**src/rtl/floor_scroller.sv**
```systemverilog
// Floor scroller: owns the 8 platforms and scrolls them down while the slime is pinned at the ceiling.
// Optional thinning of recycled floors is enabled by defining FLOOR_THIN_EN.
module floor_scroller #(
    parameter logic [15:0] LFSR_SEED = 16'hACE1,
    parameter int          FLOOR_W   = 40,
    parameter int          SPACING   = 60
) (
    input  logic       clk,
    input  logic       rst_n,
    input  logic       clk_vga,
    input  logic       hit_ceiling,
    input  logic [8:0] time_gap,
    input  logic       slime_die,
    output logic [9:0] floor_pos_x0,
    output logic [9:0] floor_pos_x1,
    output logic [9:0] floor_pos_x2,
    output logic [9:0] floor_pos_x3,
    output logic [9:0] floor_pos_x4,
    output logic [9:0] floor_pos_x5,
    output logic [9:0] floor_pos_x6,
    output logic [9:0] floor_pos_x7,
    output logic [9:0] floor_pos_y0,
    output logic [9:0] floor_pos_y1,
    output logic [9:0] floor_pos_y2,
    output logic [9:0] floor_pos_y3,
    output logic [9:0] floor_pos_y4,
    output logic [9:0] floor_pos_y5,
    output logic [9:0] floor_pos_y6,
    output logic [9:0] floor_pos_y7,
    output logic [7:0] enable,
    output logic       scroll,
    output logic [7:0] recycle_cnt
);

    typedef enum logic [0:0] {
        ST_RUN  = 1'b0,
        ST_DEAD = 1'b1
    } state_t;

    // x range so that x + FLOOR_W stays within the 619-px playfield edge
    localparam logic [9:0] X_SPAN = 10'(620 - FLOOR_W);
    localparam logic [9:0] Y_LAST = 10'd479;

    function automatic logic [9:0] reset_x(input int idx);
        logic [9:0] v;
        case (idx)
            0:       v = 10'd290;
            1:       v = 10'd100;
            2:       v = 10'd450;
            3:       v = 10'd200;
            4:       v = 10'd500;
            5:       v = 10'd50;
            6:       v = 10'd350;
            7:       v = 10'd250;
            default: v = 10'd0;
        endcase
        return v;
    endfunction

    function automatic logic [9:0] reset_y(input int idx);
        return 10'd460 - 10'(SPACING * idx);
    endfunction

    function automatic logic lfsr_fb(input logic [15:0] v);
        return v[0] ^ v[2] ^ v[3] ^ v[5];
    endfunction

    // Rise profile of the slime: full rate, then 1/2, 1/4, 1/8 per tick
    function automatic logic phase_ok(input logic [8:0] tg);
        logic ok;
        if (tg >= 9'd1 && tg <= 9'd79) begin
            ok = 1'b1;
        end else if (tg >= 9'd80 && tg <= 9'd159) begin
            ok = (tg[0] == 1'b0);
        end else if (tg >= 9'd160 && tg <= 9'd239) begin
            ok = (tg[1:0] == 2'b00);
        end else if (tg >= 9'd240 && tg <= 9'd319) begin
            ok = (tg[2:0] == 3'b000);
        end else begin
            ok = 1'b0;
        end
        return ok;
    endfunction

    state_t      state_r;
    state_t      state_nxt_s;
    logic [15:0] lfsr_r;
    logic [9:0]  y_r [8];
    logic [9:0]  x_r [8];
    logic [7:0]  enable_r;
    logic        scroll_r;
    logic [7:0]  recycle_cnt_r;

    logic        step_s;
    logic [9:0]  rand_x_s;
    logic [7:0]  wrap_s;
    logic        any_wrap_s;
    logic [7:0]  cnt_nxt_s;

    // FSM next state: death is sticky until reset
    always_comb begin
        state_nxt_s = state_r;
        case (state_r)
            ST_RUN: begin
                if (slime_die) begin
                    state_nxt_s = ST_DEAD;
                end else begin
                    state_nxt_s = ST_RUN;
                end
            end
            ST_DEAD: state_nxt_s = ST_DEAD;
            default: state_nxt_s = ST_DEAD;
        endcase
    end

    // Step qualification; a same-cycle death suppresses movement
    always_comb begin
        step_s = (state_r == ST_RUN) && !slime_die && clk_vga && hit_ceiling && phase_ok(time_gap);
    end

    // Fold the 10-bit LFSR slice into 0..X_SPAN-1
    always_comb begin
        if (lfsr_r[9:0] < X_SPAN) begin
            rand_x_s = lfsr_r[9:0];
        end else begin
            rand_x_s = lfsr_r[9:0] - X_SPAN;
        end
    end

    // Floors at the bottom row wrap to the top on the next step
    always_comb begin
        wrap_s = 8'h00;
        for (int i = 0; i < 8; i++) begin
            wrap_s[i] = (y_r[i] == Y_LAST);
        end
        any_wrap_s = |wrap_s;
        if (recycle_cnt_r == 8'd255) begin
            cnt_nxt_s = 8'd255;
        end else begin
            cnt_nxt_s = recycle_cnt_r + 8'd1;
        end
    end

    // Main state: FSM, LFSR, positions, scroll pulse and recycle counter
    always_ff @(posedge clk or negedge rst_n) begin
        if (!rst_n) begin
            state_r       <= ST_RUN;
            lfsr_r        <= LFSR_SEED;
            scroll_r      <= 1'b0;
            recycle_cnt_r <= 8'd0;
            for (int i = 0; i < 8; i++) begin
                y_r[i] <= reset_y(i);
                x_r[i] <= reset_x(i);
            end
        end else begin
            state_r  <= state_nxt_s;
            lfsr_r   <= {lfsr_fb(lfsr_r), lfsr_r[15:1]};
            scroll_r <= step_s;
            if (step_s) begin
                for (int i = 0; i < 8; i++) begin
                    if (wrap_s[i]) begin
                        y_r[i] <= 10'd0;
                        x_r[i] <= rand_x_s;
                    end else begin
                        y_r[i] <= y_r[i] + 10'd1;
                    end
                end
                if (any_wrap_s) begin
                    recycle_cnt_r <= cnt_nxt_s;
                end
            end
        end
    end

`ifdef FLOOR_THIN_EN
    logic prev_gap_r;
    logic thin_bit_s;

    // Presence draw, forced on right after a missing floor
    always_comb begin
        thin_bit_s = prev_gap_r | lfsr_r[15] | lfsr_r[14];
    end

    // Thinning of recycled floors once enough floors have gone by
    always_ff @(posedge clk or negedge rst_n) begin
        if (!rst_n) begin
            enable_r   <= 8'hFF;
            prev_gap_r <= 1'b0;
        end else if (step_s && any_wrap_s && (recycle_cnt_r >= 8'd32)) begin
            for (int i = 0; i < 8; i++) begin
                if (wrap_s[i]) begin
                    enable_r[i] <= thin_bit_s;
                end
            end
            prev_gap_r <= !thin_bit_s;
        end
    end
`else
    // Every floor is always present in the default build
    always_ff @(posedge clk or negedge rst_n) begin
        if (!rst_n) begin
            enable_r <= 8'hFF;
        end else begin
            enable_r <= 8'hFF;
        end
    end
`endif

    assign floor_pos_x0 = x_r[0];
    assign floor_pos_x1 = x_r[1];
    assign floor_pos_x2 = x_r[2];
    assign floor_pos_x3 = x_r[3];
    assign floor_pos_x4 = x_r[4];
    assign floor_pos_x5 = x_r[5];
    assign floor_pos_x6 = x_r[6];
    assign floor_pos_x7 = x_r[7];
    assign floor_pos_y0 = y_r[0];
    assign floor_pos_y1 = y_r[1];
    assign floor_pos_y2 = y_r[2];
    assign floor_pos_y3 = y_r[3];
    assign floor_pos_y4 = y_r[4];
    assign floor_pos_y5 = y_r[5];
    assign floor_pos_y6 = y_r[6];
    assign floor_pos_y7 = y_r[7];
    assign enable       = enable_r;
    assign scroll       = scroll_r;
    assign recycle_cnt  = recycle_cnt_r;

endmodule

```
**config.mk**
```make
export PLATFORM = sky130hd
export DESIGN_NAME = floor_scroller
export DESIGN_NICKNAME = d
export VERILOG_FILES = /design/src/rtl/floor_scroller.sv
export SDC_FILE = /design/constraint.sdc
export NUM_CORES = 1
export LEC_CHECK = 0
export CORE_ASPECT_RATIO = 0.7
export CORE_UTILIZATION = 40
export CTS_CLUSTER_DIAMETER = 50
export DETAILED_ROUTE_END_ITERATION = 8
export GPL_ROUTABILITY_DRIVEN = 0
export GPL_TIMING_DRIVEN = 0
export PLACE_DENSITY = 0.7
export SETUP_SLACK_MARGIN = 0.5
export SLEW_MARGIN = 25
export SYNTH_ARGS = -nofsm -noshare
export SYNTH_HDL_FRONTEND = slang
export SYNTH_SLANG_ARGS = --single-unit
```
**constraint.sdc**
```tcl
create_clock -name clk -period 2.41 [get_ports clk]
set_input_delay 0.723 -clock clk [delete_from_list [all_inputs] [get_ports clk]]
set_output_delay 0.723 -clock clk [all_outputs]
set_load 0.03 [all_outputs]
```
==> out/results.tsv <==
metric	value	unit
peakVddDrop	450	µV
clock_skew	0.00839	ns
die_w	174	µm
slowest_stage	or4_4	
cp_num_cells	8	
crit_type	register to register	
tightest_slew	0.556	ns
synth_top_family_by_area	simple AND/OR/NAND/NOR gates	
placementRows	43	
ys_ff_latch	186	
clock-sinks	186	
clk-insertion-delay-late	0.43	ns
mostFrequentLayoutCell	buf_4	
dieArea	21300	µm²
postRouteAntennaNets	0	
grt_start_max_net_pins	74	
yosysSeqAreaShare	0.572	
ff2ff_setup_slack	0.17	ns
cp_max_fo	7	
p_leak	6.86	nW
r2r_end	recycle_cnt[2]	
vias_per_cell	5.56	
drt_iter0_drc	539	
path_clk_slew	0.07	ns
synthMuxAreaShare	0.125	
port_buffers	182	
ioPinCount	191	
placed_area	11100	µm²
numCtsBuffers	17	
dieHeight	122	µm
cp_num_buf_inv	1	
p_sw_frac	0.230	
finalPower	0.00641	W
synthAdderAreaFrac	0.0151	
routedWlPerCell	22.5	µm
rsz0062_at_grt	yes	
diodes	0	
worstPathRequired	2.73	ns
syn-cell-area	8280	µm²
grt_pass1_vias	6860	
rr_startpoint	floor_pos_y5[1]	
slew_violations	0	
tns	0	ns
cts-root-buf	clkbuf_16	
cp.arrival	2.57	ns
ys.warnings.count	0	
p_seq_frac	0.495	
h-tree-depth	4	
hp-class	input port to async pin	
cp_top_family	simple AND/OR/NAND/NOR gates	
postSynthAreaPerCell	11.7	µm²
critPathLaunchType	register	
ys_async_sr_fraction	1.00	
worst-r2r-cell-count	8	
clockBufferDepth	2	
end_kind	register	
power_frac_clock	0.466	
cts_tree	built	
postSynthCellCount	707	
grt_pass1_wl	42400	µm
intPower	0.00494	W
fmax	0.446	GHz
synthSimpleGateAreaFrac	0.154	
antenna_found_initial	0	
finalWirelength	30200	µm
synth_xor_area_frac	0.0296	
maxSlewHeadroom	0.629	
core-area	20100	µm²
synth_compound_area_frac	0.0787	
finalCritPeriodShare	0.931	
finish.instance_area	14000	µm²
crit_path_max_incr_delay	0.59	ns
initial_core_util	0.413	
vias	7445	
mostFrequentLayoutCells	buf_4, dfrtp_1, clkbuf_2	
p_sw	0.00147	W
cp_cell_sequence	ha_4 > nand2_2 > nor4_4 > or4_4 > nor3_4 > buf_12 > nor3b_2 > mux2_4	
drt-pass1-iter-count	5	
ys.flop_type	dfrtp_1	
synth-edff-count	0	
pwr-share-comb	0.039	
ys_types	50	
layout_min_cycle_time	2.24	ns
nNetsFinal	1080	
drc_errors	0	
final-setup-viol-count	0	
fillers	1372	
status	completed	
cts_hold_buffers	0	
drive_gt1_frac	0.658	
grt.overflow.total	0	
area_delta_synth_final	68.7	%
grtUsageTotal	0.267	
hold_viol	0	
hpwl	15700	µm
drv_cap	0	
p_per_area	459	nW/µm²
## metal layers
layer / track usage / vias up / share of wire
met5: 0 / - / 0
met4: 0.0718 / 0 / 0.020
met3: 0.0502 / 54 / 0.072
met2: 0.384 / 331 / 0.44
met1: 0.410 / 3773 / 0.47
li1: - / 3287 / -
## worst reg2reg max path: stages, from the launching register on
cell	delay, ns
dfrtp_2	0.45
ha_4	0.21
nand2_2	0.11
nor4_4	0.06
or4_4	0.59
nor3_4	0.18
buf_12	0.18
nor3b_2	0.07
mux2_4	0.29
## cell type report
| cell class | instances | area, µm² | share of cell area |
|---|---|---|---|
| Timing Repair Buffer | 315 | 2840 | 0.203 |
| Multi-Input combinational cell | 495 | 4960 | 0.355 |
| Clock inverter | 12 | 161 | 0.0116 |
| Clock buffer | 19 | 453 | 0.0324 |
| Inverter | 13 | 61.3 | 0.00439 |
| Tap cell | 270 | 338 | 0.0242 |
| Sequential cell | 186 | 4770 | 0.342 |
| Buffer | 28 | 394 | 0.0282 |
## flip-flops by register name (all words and copies together), names as in the netlist
| name | cells |
|---|---|
| lfsr_r | 16 |
| floor_pos_x0 | 10 |
| floor_pos_x1 | 10 |
| floor_pos_x2 | 10 |
| floor_pos_x3 | 10 |
| floor_pos_x4 | 10 |
| floor_pos_x5 | 10 |
| floor_pos_x6 | 10 |
| floor_pos_x7 | 10 |
| floor_pos_y0 | 10 |
| floor_pos_y1 | 10 |
| floor_pos_y2 | 10 |
| floor_pos_y3 | 10 |
| floor_pos_y4 | 10 |
| floor_pos_y5 | 10 |
| floor_pos_y6 | 10 |
| floor_pos_y7 | 10 |
| recycle_cnt | 8 |
| scroll | 1 |
| state_r | 1 |
## per-stage QoR
stage                     setup slack [ns]  cells  hold slack (ns)  utilization
after global routing                 0.138   1338            0.196        0.696
after detailed placement            -0.593   1168            0.339        0.552
after global placement               -7.89   1166            0.335        0.548
after CTS                            0.220   1296            0.184        0.646
final                                0.165   1338            0.177        0.696
after floorplan                      0.149    714            0.333            -
## how the worst max path moves through the flow
stage                               start               to  slack, ns
after floorplan           floor_pos_y3[1]   recycle_cnt[3]       0.15
after global placement              rst_n  floor_pos_y2[0]      -7.89
after detailed placement      time_gap[5]  floor_pos_x6[7]      -0.59
after CTS                 floor_pos_x3[4]  floor_pos_x3[4]       0.22
after global routing      floor_pos_y5[5]   recycle_cnt[2]       0.14
final                     floor_pos_y5[1]   recycle_cnt[2]       0.17
## power groups by stage
stage / sequential [W] / clock (W) / combinational [W]
after global routing: 0.00317 / 0.00315 / 0.000272
final: 0.00317 / 0.00299 / 0.000251
after floorplan: 0.00325 / 0 / 0.0000499
after global placement: 0.00323 / 0 / 0.000205
after detailed placement: 0.00323 / 0 / 0.000219
after CTS: 0.00317 / 0.00301 / 0.000225
## cell usage after synthesis, drive strengths merged, types with 3 or more instances
cell type / n / area (µm²)
nand2: 76 / 305
ha: 10 / 125
inv: 13 / 48.8
xor2: 6 / 52.6
xnor2: 22 / 193
nand4: 26 / 163
clkbuf: 7 / 27.5
a21oi: 5 / 25.0
o31ai: 15 / 113
dfrtp: 117 / 2930
nor3: 21 / 121
o21ai: 54 / 270
a21o: 5 / 37.5
o41ai: 8 / 70.1
nor2b: 5 / 31.3
a31oi: 14 / 87.6
dfstp: 69 / 1810
buf: 21 / 126
nand3: 35 / 175
and3: 10 / 62.6
o21a: 3 / 22.5
or4: 6 / 46.3
nand2b: 9 / 56.3
nand4b: 3 / 26.3
nor4: 10 / 100
nor2: 33 / 124
mux2: 91 / 1020
## cells by family (layout without fill, tap and decap cells)
group | count (synthesis) | after routing
mux | 92 | 92
xor+xnor | 28 | 28
compound gates | 107 | 107
other cells | 1 | 8
flops | 186 | 186
simple gates | 242 | 250
fa+ha+maj | 10 | 10
buf+inv | 41 | 387
## what timing repair did
item | CTS | global route
pin swaps | 45 | 78
gates cloned | 16 | 6
setup endpoints to repair | 338 | 298
gates resized for setup | 667 | 442
buffers inserted | 81 | 36
(Power assumes the default switching activity.)
